===== src/rtl/rgb565_pack_defs.sv =====
// rtl/rgb565_pack_defs.sv - shared FIFO entry layout, Bayer table and dither helpers
package rgb565_pack_defs;

  localparam int ENTRY_W = 18;

  // RGB565 data is {R[7:3] at 15:11, G[7:2] at 10:5, B[7:3] at 4:0}
  typedef struct packed {
    logic        sof;
    logic        eol;
    logic [15:0] data;
  } fifo_entry_t;

  function automatic logic [1:0] bayer_idx(input logic y0, input logic x0);
    case ({y0, x0})
      2'b00:   return 2'd0;
      2'b01:   return 2'd2;
      2'b10:   return 2'd3;
      default: return 2'd1;
    endcase
  endfunction

  function automatic logic [7:0] sat_add(input logic [7:0] v, input logic [2:0] a);
    logic [8:0] s;
    s = {1'b0, v} + {6'b0, a};
    return s[8] ? 8'hFF : s[7:0];
  endfunction

endpackage


===== src/rtl/rgb565_pix_fifo.sv =====
// rtl/rgb565_pix_fifo.sv - synchronous show-ahead FIFO with registered fill level
module rgb565_pix_fifo #(
  parameter int WIDTH = 18,
  parameter int DEPTH = 8,
  parameter int LVL_W = 4
) (
  input  logic             clk,
  input  logic             reset_n,
  input  logic             wr_en,
  input  logic [WIDTH-1:0] wr_data,
  input  logic             rd_en,
  output logic [WIDTH-1:0] rd_data,
  output logic             empty,
  output logic             full,
  output logic [LVL_W-1:0] level
);
  localparam int AW = $clog2(DEPTH);

  logic [WIDTH-1:0] mem [DEPTH];
  logic [AW-1:0]    wr_ptr;
  logic [AW-1:0]    rd_ptr;
  logic [LVL_W-1:0] count;
  logic             push;
  logic             pop;

  assign empty   = (count == '0);
  assign full    = (count == LVL_W'(DEPTH));
  assign pop     = rd_en && !empty;
  // A full FIFO still takes a write when the head leaves in the same cycle
  assign push    = wr_en && (!full || pop);
  assign rd_data = mem[rd_ptr];
  assign level   = count;

  always_ff @(posedge clk) begin
    if (push) mem[wr_ptr] <= wr_data;
  end

  always_ff @(posedge clk) begin
    if (!reset_n) begin
      wr_ptr <= '0;
      rd_ptr <= '0;
      count  <= '0;
    end else begin
      if (push) wr_ptr <= wr_ptr + 1'b1;
      if (pop)  rd_ptr <= rd_ptr + 1'b1;
      if (push && !pop)      count <= count + 1'b1;
      else if (pop && !push) count <= count - 1'b1;
    end
  end

endmodule


===== src/rtl/rgb565_pixel_packer.sv =====
// rtl/rgb565_pixel_packer.sv - merges R/G/B channels into tagged RGB565 pixels and queues them
// Optional 2x2 ordered dither (one extra pipeline stage): define RGB565_PACK_DITHER_EN.
module rgb565_pixel_packer
  import rgb565_pack_defs::*;
#(
  parameter int H_ACTIVE   = 320,
  parameter int V_ACTIVE   = 240,
  parameter int FIFO_DEPTH = 8,
  parameter int LVL_W      = 4
) (
  input  logic             clk,
  input  logic             reset_n,
  input  logic             frame_rst,
  input  logic             r_val,
  input  logic [7:0]       r_data,
  input  logic             g_val,
  input  logic [7:0]       g_data,
  input  logic             b_val,
  input  logic [7:0]       b_data,
  output logic             pix_val,
  output logic [15:0]      pix_data,
  output logic             pix_sof,
  output logic             pix_eol,
  input  logic             pix_rdy,
  output logic [LVL_W-1:0] fifo_level,
  output logic             ovf_err,
  output logic             sync_err,
  input  logic             err_clr
);
  localparam int XW = $clog2(H_ACTIVE);
  localparam int YW = $clog2(V_ACTIVE);
  localparam logic [XW-1:0] X_LAST = XW'(H_ACTIVE - 1);
  localparam logic [YW-1:0] Y_LAST = YW'(V_ACTIVE - 1);

  logic          r_held, g_held, b_held;
  logic [7:0]    r_hold, g_hold, b_hold;
  logic [7:0]    r_cur, g_cur, b_cur;
  logic          complete;
  logic          rearrive;
  logic [XW-1:0] x;
  logic [YW-1:0] y;
  logic          wr_en, rd_en, drop;
  logic          fifo_full, fifo_empty;
  fifo_entry_t   wr_entry, head;

  assign r_cur    = r_val ? r_data : r_hold;
  assign g_cur    = g_val ? g_data : g_hold;
  assign b_cur    = b_val ? b_data : b_hold;
  assign complete = (r_held || r_val) && (g_held || g_val) && (b_held || b_val);
  assign rearrive = !frame_rst && !complete &&
                    ((r_val && r_held) || (g_val && g_held) || (b_val && b_held));

  always_ff @(posedge clk) begin
    if (!reset_n || frame_rst) begin
      r_held <= 1'b0;
      g_held <= 1'b0;
      b_held <= 1'b0;
      r_hold <= '0;
      g_hold <= '0;
      b_hold <= '0;
      x      <= '0;
      y      <= '0;
    end else if (complete) begin
      r_held <= 1'b0;
      g_held <= 1'b0;
      b_held <= 1'b0;
      if (x == X_LAST) begin
        x <= '0;
        y <= (y == Y_LAST) ? '0 : y + 1'b1;
      end else begin
        x <= x + 1'b1;
      end
    end else begin
      if (r_val) begin r_hold <= r_data; r_held <= 1'b1; end
      if (g_val) begin g_hold <= g_data; g_held <= 1'b1; end
      if (b_val) begin b_hold <= b_data; b_held <= 1'b1; end
    end
  end

`ifdef RGB565_PACK_DITHER_EN
  logic        pk_valid, pk_sof, pk_eol;
  logic [7:0]  pk_r, pk_g, pk_b;
  logic [1:0]  pk_idx;
  logic [7:0]  r_dith, g_dith, b_dith;
  logic        d_valid;
  fifo_entry_t d_entry;
  logic        unused_lsbs;

  always_ff @(posedge clk) begin
    if (!reset_n || frame_rst) begin
      pk_valid <= 1'b0;
      pk_sof   <= 1'b0;
      pk_eol   <= 1'b0;
      pk_r     <= '0;
      pk_g     <= '0;
      pk_b     <= '0;
      pk_idx   <= '0;
    end else begin
      pk_valid <= complete;
      pk_sof   <= (x == '0) && (y == '0);
      pk_eol   <= (x == X_LAST);
      pk_r     <= r_cur;
      pk_g     <= g_cur;
      pk_b     <= b_cur;
      pk_idx   <= bayer_idx(y[0], x[0]);
    end
  end

  // R/B truncate 3 bits so they take twice the Bayer offset that G (2 bits) takes
  assign r_dith      = sat_add(pk_r, {pk_idx, 1'b0});
  assign g_dith      = sat_add(pk_g, {1'b0, pk_idx});
  assign b_dith      = sat_add(pk_b, {pk_idx, 1'b0});
  assign unused_lsbs = ^{r_dith[2:0], g_dith[1:0], b_dith[2:0]};

  always_ff @(posedge clk) begin
    if (!reset_n || frame_rst) begin
      d_valid <= 1'b0;
      d_entry <= '0;
    end else begin
      d_valid      <= pk_valid;
      d_entry.sof  <= pk_sof;
      d_entry.eol  <= pk_eol;
      d_entry.data <= {r_dith[7:3], g_dith[7:2], b_dith[7:3]};
    end
  end

  assign wr_en    = d_valid;
  assign wr_entry = d_entry;
`else
  logic        pk_valid;
  fifo_entry_t pk_entry;
  logic        unused_lsbs;

  assign unused_lsbs = ^{r_cur[2:0], g_cur[1:0], b_cur[2:0]};

  always_ff @(posedge clk) begin
    if (!reset_n || frame_rst) begin
      pk_valid <= 1'b0;
      pk_entry <= '0;
    end else begin
      pk_valid      <= complete;
      pk_entry.sof  <= (x == '0) && (y == '0);
      pk_entry.eol  <= (x == X_LAST);
      pk_entry.data <= {r_cur[7:3], g_cur[7:2], b_cur[7:3]};
    end
  end

  assign wr_en    = pk_valid;
  assign wr_entry = pk_entry;
`endif

  rgb565_pix_fifo #(
    .WIDTH (ENTRY_W),
    .DEPTH (FIFO_DEPTH),
    .LVL_W (LVL_W)
  ) u_fifo (
    .clk     (clk),
    .reset_n (reset_n),
    .wr_en   (wr_en),
    .wr_data (wr_entry),
    .rd_en   (rd_en),
    .rd_data (head),
    .empty   (fifo_empty),
    .full    (fifo_full),
    .level   (fifo_level)
  );

  assign pix_val  = !fifo_empty;
  assign rd_en    = pix_val && pix_rdy;
  assign drop     = wr_en && fifo_full && !rd_en;
  assign pix_data = pix_val ? head.data : '0;
  assign pix_sof  = pix_val && head.sof;
  assign pix_eol  = pix_val && head.eol;

  always_ff @(posedge clk) begin
    if (!reset_n) begin
      ovf_err  <= 1'b0;
      sync_err <= 1'b0;
    end else begin
      ovf_err  <= (ovf_err && !err_clr) || drop;
      sync_err <= (sync_err && !err_clr) || rearrive;
    end
  end

endmodule

===== config.mk =====
export PLATFORM = sky130hd
export DESIGN_NAME = rgb565_pixel_packer
export DESIGN_NICKNAME = d
export VERILOG_FILES = /design/src/rtl/rgb565_pack_defs.sv /design/src/rtl/rgb565_pix_fifo.sv /design/src/rtl/rgb565_pixel_packer.sv
export SDC_FILE = /design/constraint.sdc
export NUM_CORES = 1
export LEC_CHECK = 0
export BUFFER_PORTS_ARGS = -buffer_cell sky130_fd_sc_hd__buf_2
export CAP_MARGIN = 10
export CORE_ASPECT_RATIO = 0.8
export CORE_MARGIN = 2
export CORE_UTILIZATION = 40
export CTS_CLUSTER_DIAMETER = 50
export DETAILED_ROUTE_END_ITERATION = 8
export GPL_ROUTABILITY_DRIVEN = 0
export GPL_TIMING_DRIVEN = 0
export PLACE_DENSITY = 0.69
export SYNTH_ARGS = -nofsm -noshare
export SYNTH_HDL_FRONTEND = slang
export SYNTH_HIERARCHICAL = 1
export SYNTH_SLANG_ARGS = --single-unit

===== constraint.sdc =====
create_clock -name clk -period 4.3 [get_ports clk]
set_input_delay 0 -clock clk [delete_from_list [all_inputs] [get_ports clk]]
set_output_delay 0 -clock clk [all_outputs]
set_load 0.02 [all_outputs]

Word-level counts from Yosys, hierarchy flattened
Memories as Yosys holds them, arrays and structs flattened. A register that Yosys moved wholly into a read port is not among the register bits.
Cells that the tools add are included.

cells by class
  add/sub/neg operators = 6
  equality and inequality tests = 3
  mux-type cells = 12
  bitwise gates (word level) = 1
  reduce and logical (&&, ||, !) cells = 46

operators by type and width
  kind                 number
  $mux 8               4
  $logic_and 1x1->1    19
  $mux 16              1
  $add 9x1->9 const B  1
  $eq 9x9->1 const B   1
  $logic_not 1->1      9
  $logic_not 9->1      1
  $logic_or 1x1->1     9
  $mux 9               1
  $add 8x1->8 const B  1
  $eq 8x8->1 const B   1
  $logic_not 8->1      1
  $mux 4               2
  $reduce_and 2->1     4
  $add 3x1->3 const B  2
  $mux 3               2
  $add 4x1->4 const B  1
  $eq 4x4->1 const B   1
  $logic_not 4->1      1
  $sub 4x1->4 const B  1
  $mux 1               2
  $reduce_bool 2->1    1
  $reduce_or 2->1      1
  $not 1->1            1

storage, ports and cells
  flip-flop bits (word level) = 75
  RAM bits = 144
  bits of input ports = 32
  output and inout bits = 25
  word-level logic and storage cells = 89
  memories kept = 1

memories
  memory      words  width  read ports  clocked after Yosys merged registers in  write ports  RTL line               source
  u_fifo.mem  8      18     1           1                                        1            rgb565_pix_fifo.sv:19  logic [WIDTH-1:0] mem [DEPTH];

Logic depth before layout (Yosys ltp)
  word-level depth = 10
  depth in mapped cells = 11
  mapped depth without buffers = 11

By module
Netlist, hierarchy kept.

by module, submodules not included
  module               times used  cells each  area each (um2)  sequential area each (um2)
  rgb565_pix_fifo      1           281         6074.6           4584.4
  rgb565_pixel_packer  1           250         2386.0           1141.1

Worst setup path after synthesis
Ideal clock, no wire load.

  path kind = register to register
  from = reg u_fifo.count[1] (netlist: u_fifo/level[1])
  to = mem u_fifo.mem[0][0], enable pin
  setup time = 439 ps
  arrival time = 2907 ps
  required time = 3861 ps
  setup slack = 954 ps
  stages on the path, launching flop included = 5
  buffers on the path = 0
  clock period less this slack = 3346 ps
  cells stage by stage = dfxtp_1 -> nor4_1 -> nor2b_1 -> o21ai_4 -> nor4_1

on the way
  word-level cells in the longest chain between the ends = 8
  elaborated cells between the ends (all ways) = 10
  those cells by class = eq/ne (1); mux (2); reduce/logical (7)

RTL lines
  item                          RTL line                    source
  from (decl)                   rgb565_pix_fifo.sv:22       logic [LVL_W-1:0] count;
  from (signal assigned)        rgb565_pix_fifo.sv:46       if (push && !pop) count <= count + 1'b1;
  from (signal assigned)        rgb565_pix_fifo.sv:47       else if (pop && !push) count <= count - 1'b1;
  $logic_not 4->1               rgb565_pix_fifo.sv:26       assign empty = (count == '0);
  net fifo_empty                rgb565_pixel_packer.sv:43   logic fifo_full, fifo_empty;
  $logic_not 1->1               rgb565_pixel_packer.sv:168  assign pix_val = !fifo_empty;
  $logic_and 1x1->1             rgb565_pixel_packer.sv:169  assign rd_en = pix_val && pix_rdy;
  net rd_en                     rgb565_pixel_packer.sv:42   logic wr_en, rd_en, drop;
  $logic_and 1x1->1             rgb565_pix_fifo.sv:28       assign pop = rd_en && !empty;
  $logic_or 1x1->1              rgb565_pix_fifo.sv:30       assign push = wr_en && (!full || pop);
  $logic_and 1x1->1             rgb565_pix_fifo.sv:30
  $mux 1                        rgb565_pix_fifo.sv:35       if (push) mem[wr_ptr] <= wr_data;
  $mux 1 (implied by the code)  rgb565_pix_fifo.sv:35
  to (decl)                     rgb565_pix_fifo.sv:19

The timed path passes the listed nets, and every way through them passes these cells.

Worst setup path after layout
  from = reg u_fifo.count[1] (netlist: u_fifo/level[1])
  to = reg u_fifo.count[3] (netlist: u_fifo/level[3])

on the way
  word-level cells in the longest chain between the ends = 9
  elaborated cells between the ends (all ways) = 17
  those cells by class = add/sub (2); eq/ne (1); mux (2); reduce/logical (12)

RTL lines
  item                                RTL line                    source
  $logic_not 4->1 (*)                 rgb565_pix_fifo.sv:26
  net fifo_empty                      rgb565_pixel_packer.sv:43
  $logic_not 1->1 (*)                 rgb565_pixel_packer.sv:168
  $logic_and 1x1->1 (*)               rgb565_pixel_packer.sv:169
  net rd_en                           rgb565_pixel_packer.sv:42
  $logic_and 1x1->1 (*)               rgb565_pix_fifo.sv:28
  $logic_or 1x1->1 (*)                rgb565_pix_fifo.sv:30
  $logic_and 1x1->1 (*)               rgb565_pix_fifo.sv:30
  net u_fifo.push                     rgb565_pix_fifo.sv:23       logic push;
  $logic_not 1->1                     rgb565_pix_fifo.sv:47
  $logic_and 1x1->1                   rgb565_pix_fifo.sv:47
  $reduce_bool 2->1 (no source line)  n/a

Mark *: on every way through the listed nets, which the timed path passes. The rest lies on a longest branch. The select of a mux whose other input is x is not followed.
A chain may end at the register's enable or synchronous reset.

==> results_dict.tcl <==
set metrics [dict create \
    design_power_total_mw 4.42 \
    finish.cell_count_without_fillers 930 \
    slowest_stage "nor4_1" \
    static_power_due_to_leakage_nw 3.53 \
    run_status "finished, final reports clean" \
    async_flop_share 0 \
    globalRouteTotalUtil 0.161 \
    route.detailed.drc 0 \
    end_kind "flip-flop" \
    slew_worst_pin_ns 1.11 \
    timing.setup.tns_ns 0 \
    dominantRegCellSynth "edfxtp_1" \
    clkTransAtPathRegs_ns 0.06 \
    worstSetupStartpointType "flip-flop" \
    gr-total-overflow 0 \
    floorplan.core_area_um2 20700 \
    fp.dieArea_um2 22300 \
    detail_route.wirelength_um 17900 \
    hold_violations_final 0 \
    cp_cell_sequence "nor4_1, nor2b_1, o21ai_4, inv_1, ha_1, inv_1, ha_1, a21oi_1, a211oi_1, a31oi_1, mux2i_1" \
    mappedNetlistArea_um2 8460 \
    io_pins 57 \
    tritoncts_clock_tree "done" \
    placement.io_buffers 45 \
    class_of_the_tightest_hold_or_removal_check "in -> reg" \
    ff_latch_count_synth 214 \
    crit_arrival_ns 3.43 \
    die_h_um 134 \
    slew-limit-headroom 0.255 \
    synth.yosys.warnings 6 \
    floorplan.die.width_um 167 \
    numPlacedInstances 856 \
    max_freq_mhz 333 \
    maxSlewViolCount 0 \
    area_growth_syn_to_layout_pct 21.1 \
    seq_area_frac_synth 0.677 \
    critPathTopFamily "compound AO/OA/AOI/OAI gates" \
    rsz0062_at_grt "no" \
    share_of_the_clock_period_used_by_the_worst_path 0.699 \
    top_library_cells_by_usage_in_the_layout_fill_and_taps_aside "144 x edfxtp_1, 70 x dfxtp_1, 51 x buf_2" \
    detailedRoute.firstIterationViolations 465 \
    dp_worst_setup_slack_ns 1.34 \
    row_count 47 \
    diodes 0 \
    layout_nets 688 \
    postSynthAreaPerCell_um2 15.9 \
    fin_crit_ns 3.01 \
    required_ns 4.72 \
    cts_sinks 214 \
    post_synth_inst_count 531 \
    most_common_library_cell_in_the_layout_ignoring_fill_and_taps "edfxtp_1" \
    grt_max_degree 16 \
    worst-path-buf-inv 2 \
    cts-buffers-inserted 23 \
    power.density_cell_area_nw_per_um2 432 \
    multi_input_area_um2 2590 \
    via_per_inst 5.31 \
    max_cap_viol_count 0 \
    fin_worst_hold_slack_ns 0.0759 \
    global_route_wire_length_before_repair_um 28000 \
    cts_setup_buffers 0 \
    critical_path.max_fanout 7 \
    clk_latency_ns 0.49 \
    area.sequential_um2 5730 \
    finalSetupViolations 0 \
    clock-root-buffer "clkbuf_16" \
    distinct_cells_synth 51 \
    via_count_of_the_first_global_routing_pass 5021 \
    start_util 0.409 \
    final.fill_count 1690 \
    final_critical_path_setup_slack_ns 1.29 \
    residual_antenna_violating_net_count_after_detailed_routing 0 \
    cp_slowest_stage_delay_ns 0.46 \
    synth_edf_count 144 \
    postSynthNetCount 573 \
    dp_hpwl_um 12100 \
    ctsLongestPathBuffers 3 \
    ctsHtreeMaxLevel 1 \
    power.ir.vdd_worst_uv 298 \
    drt-wirelength-per-cell_um 19.2 \
    fin_worst_skew_ns 0.00807 \
    layout_cells_sized_above_1 0.263 \
    via_count 4934 \
    antenna_found_initial 0 \
    number_of_iterations_in_the_first_detailed_routing_pass 5 \
    timing_worst_setup_path_type "reg -> reg" \
]
==> cell families after synthesis <==
group / share of synthesized area
buffers and inverters: 0.0206
adder cells (fa/ha/maj): 0.0157
multiplexers: 0.145
XOR/XNOR: 0.0124
flip-flops: 0.677
AO/OA/AOI/OAI: 0.0441
AND/OR/NAND/NOR: 0.0859
==> state kept, by name, indices dropped and copies added, names as in the netlist, 4 cells and up, named ones only <==
register      count
g_hold            6
b_hold            5
x                 9
pk_entry         18
r_hold            5
u_fifo/mem      144
u_fifo/level      4
y                 8
==> cell type report <==
class	count	area share
Sequential cell	214	0.559
Multi-Input combinational cell	280	0.253
Timing Repair Buffer	90	0.0676
Clock buffer	25	0.0569
Tap cell	269	0.0328
Clock inverter	15	0.0138
Buffer	27	0.0133
Inverter	10	0.00366
==> layer usage <==
metal	wire [um]	GRT usage	vias to the layer above
met5	0	0	-
met4	272	0.0359	0
met3	836	0.0277	34
met2	8670	0.270	149
met1	8120	0.222	2476
li1	-	-	2275
==> power breakdown <==
group / switching [mW] / internal (mW) / total [mW]
sequential: 0.0255 / 2.21 / 2.23
combinational: 0.175 / 0.129 / 0.304
clock: 0.779 / 1.11 / 1.89
total: 0.980 / 3.44 / 4.42
==> worst reg2reg max path: cells and delay by family, from the launching register on <==
| kind | cells | cell delay [ns] |
|---|---|---|
| muxes | 1 | 0.20 |
| buffers and inverters | 2 | 0.30 |
| and+or+nand+nor | 2 | 0.69 |
| DFF | 1 | 0.39 |
| AOI/OAI and AO/OA | 4 | 0.83 |
| adders and majority gates | 2 | 0.55 |
==> synthesized netlist by cell type, drive strengths merged, types with 2 or more instances <==
| cell | n | area [um^2] |
|---|---|---|
| nor2b | 22 | 138 |
| nand3 | 9 | 45.0 |
| nand2b | 4 | 25.0 |
| and3 | 4 | 25.0 |
| xnor2 | 11 | 96.3 |
| mux4 | 36 | 811 |
| nor2 | 42 | 160 |
| a32o | 4 | 40.0 |
| ha | 9 | 113 |
| or2 | 2 | 12.5 |
| inv | 10 | 37.5 |
| mux2i | 21 | 210 |
| nand2 | 17 | 63.8 |
| clkbuf | 9 | 35.0 |
| and2 | 8 | 50.1 |
| o21ai | 10 | 61.3 |
| buf | 18 | 101 |
| nor4 | 10 | 68.8 |
| a31oi | 2 | 12.5 |
| a22o | 16 | 140 |
| nor3 | 7 | 35.0 |
| nor3b | 3 | 22.5 |
| a21oi | 6 | 30.0 |
| nand3b | 2 | 15.0 |
| edfxtp | 144 | 4320 |
| nand4 | 3 | 25.0 |
| dfxtp | 70 | 1400 |
| mux2 | 18 | 203 |
==> stage by stage <==
step                area (um^2)   util
floorplan                  8460      -
global placement           9020  0.436
detailed placement         9180  0.444
CTS                       10200  0.495
global route              10200  0.495
finish                    10200  0.495
==> worst paths after layout <==
path,startpoint,endpoint,slack (ns),cells past startpoint
max reg2reg,u_fifo/level[1]$_SDFFE_PN0P_,u_fifo/level[3]$_SDFFE_PN0P_,1.29,11
max,u_fifo/level[1]$_SDFFE_PN0P_,u_fifo/level[3]$_SDFFE_PN0P_,1.29,11
min,frame_rst,b_hold[6]$_SDFFE_PP0N_,0.08,4
min reg2reg,g_hold[7]$_SDFFE_PP0N_,g_hold[7]$_SDFFE_PP0N_,0.48,1
==> what timing repair did <==
| item | 4_1_cts | 5_1_grt |
|---|---|---|
| hold buffers | 34 | 0 |
| endpoints found under the hold margin | 36 | 0 |
| resized for setup | 0 | 0 |
(Power assumes the default switching activity.)
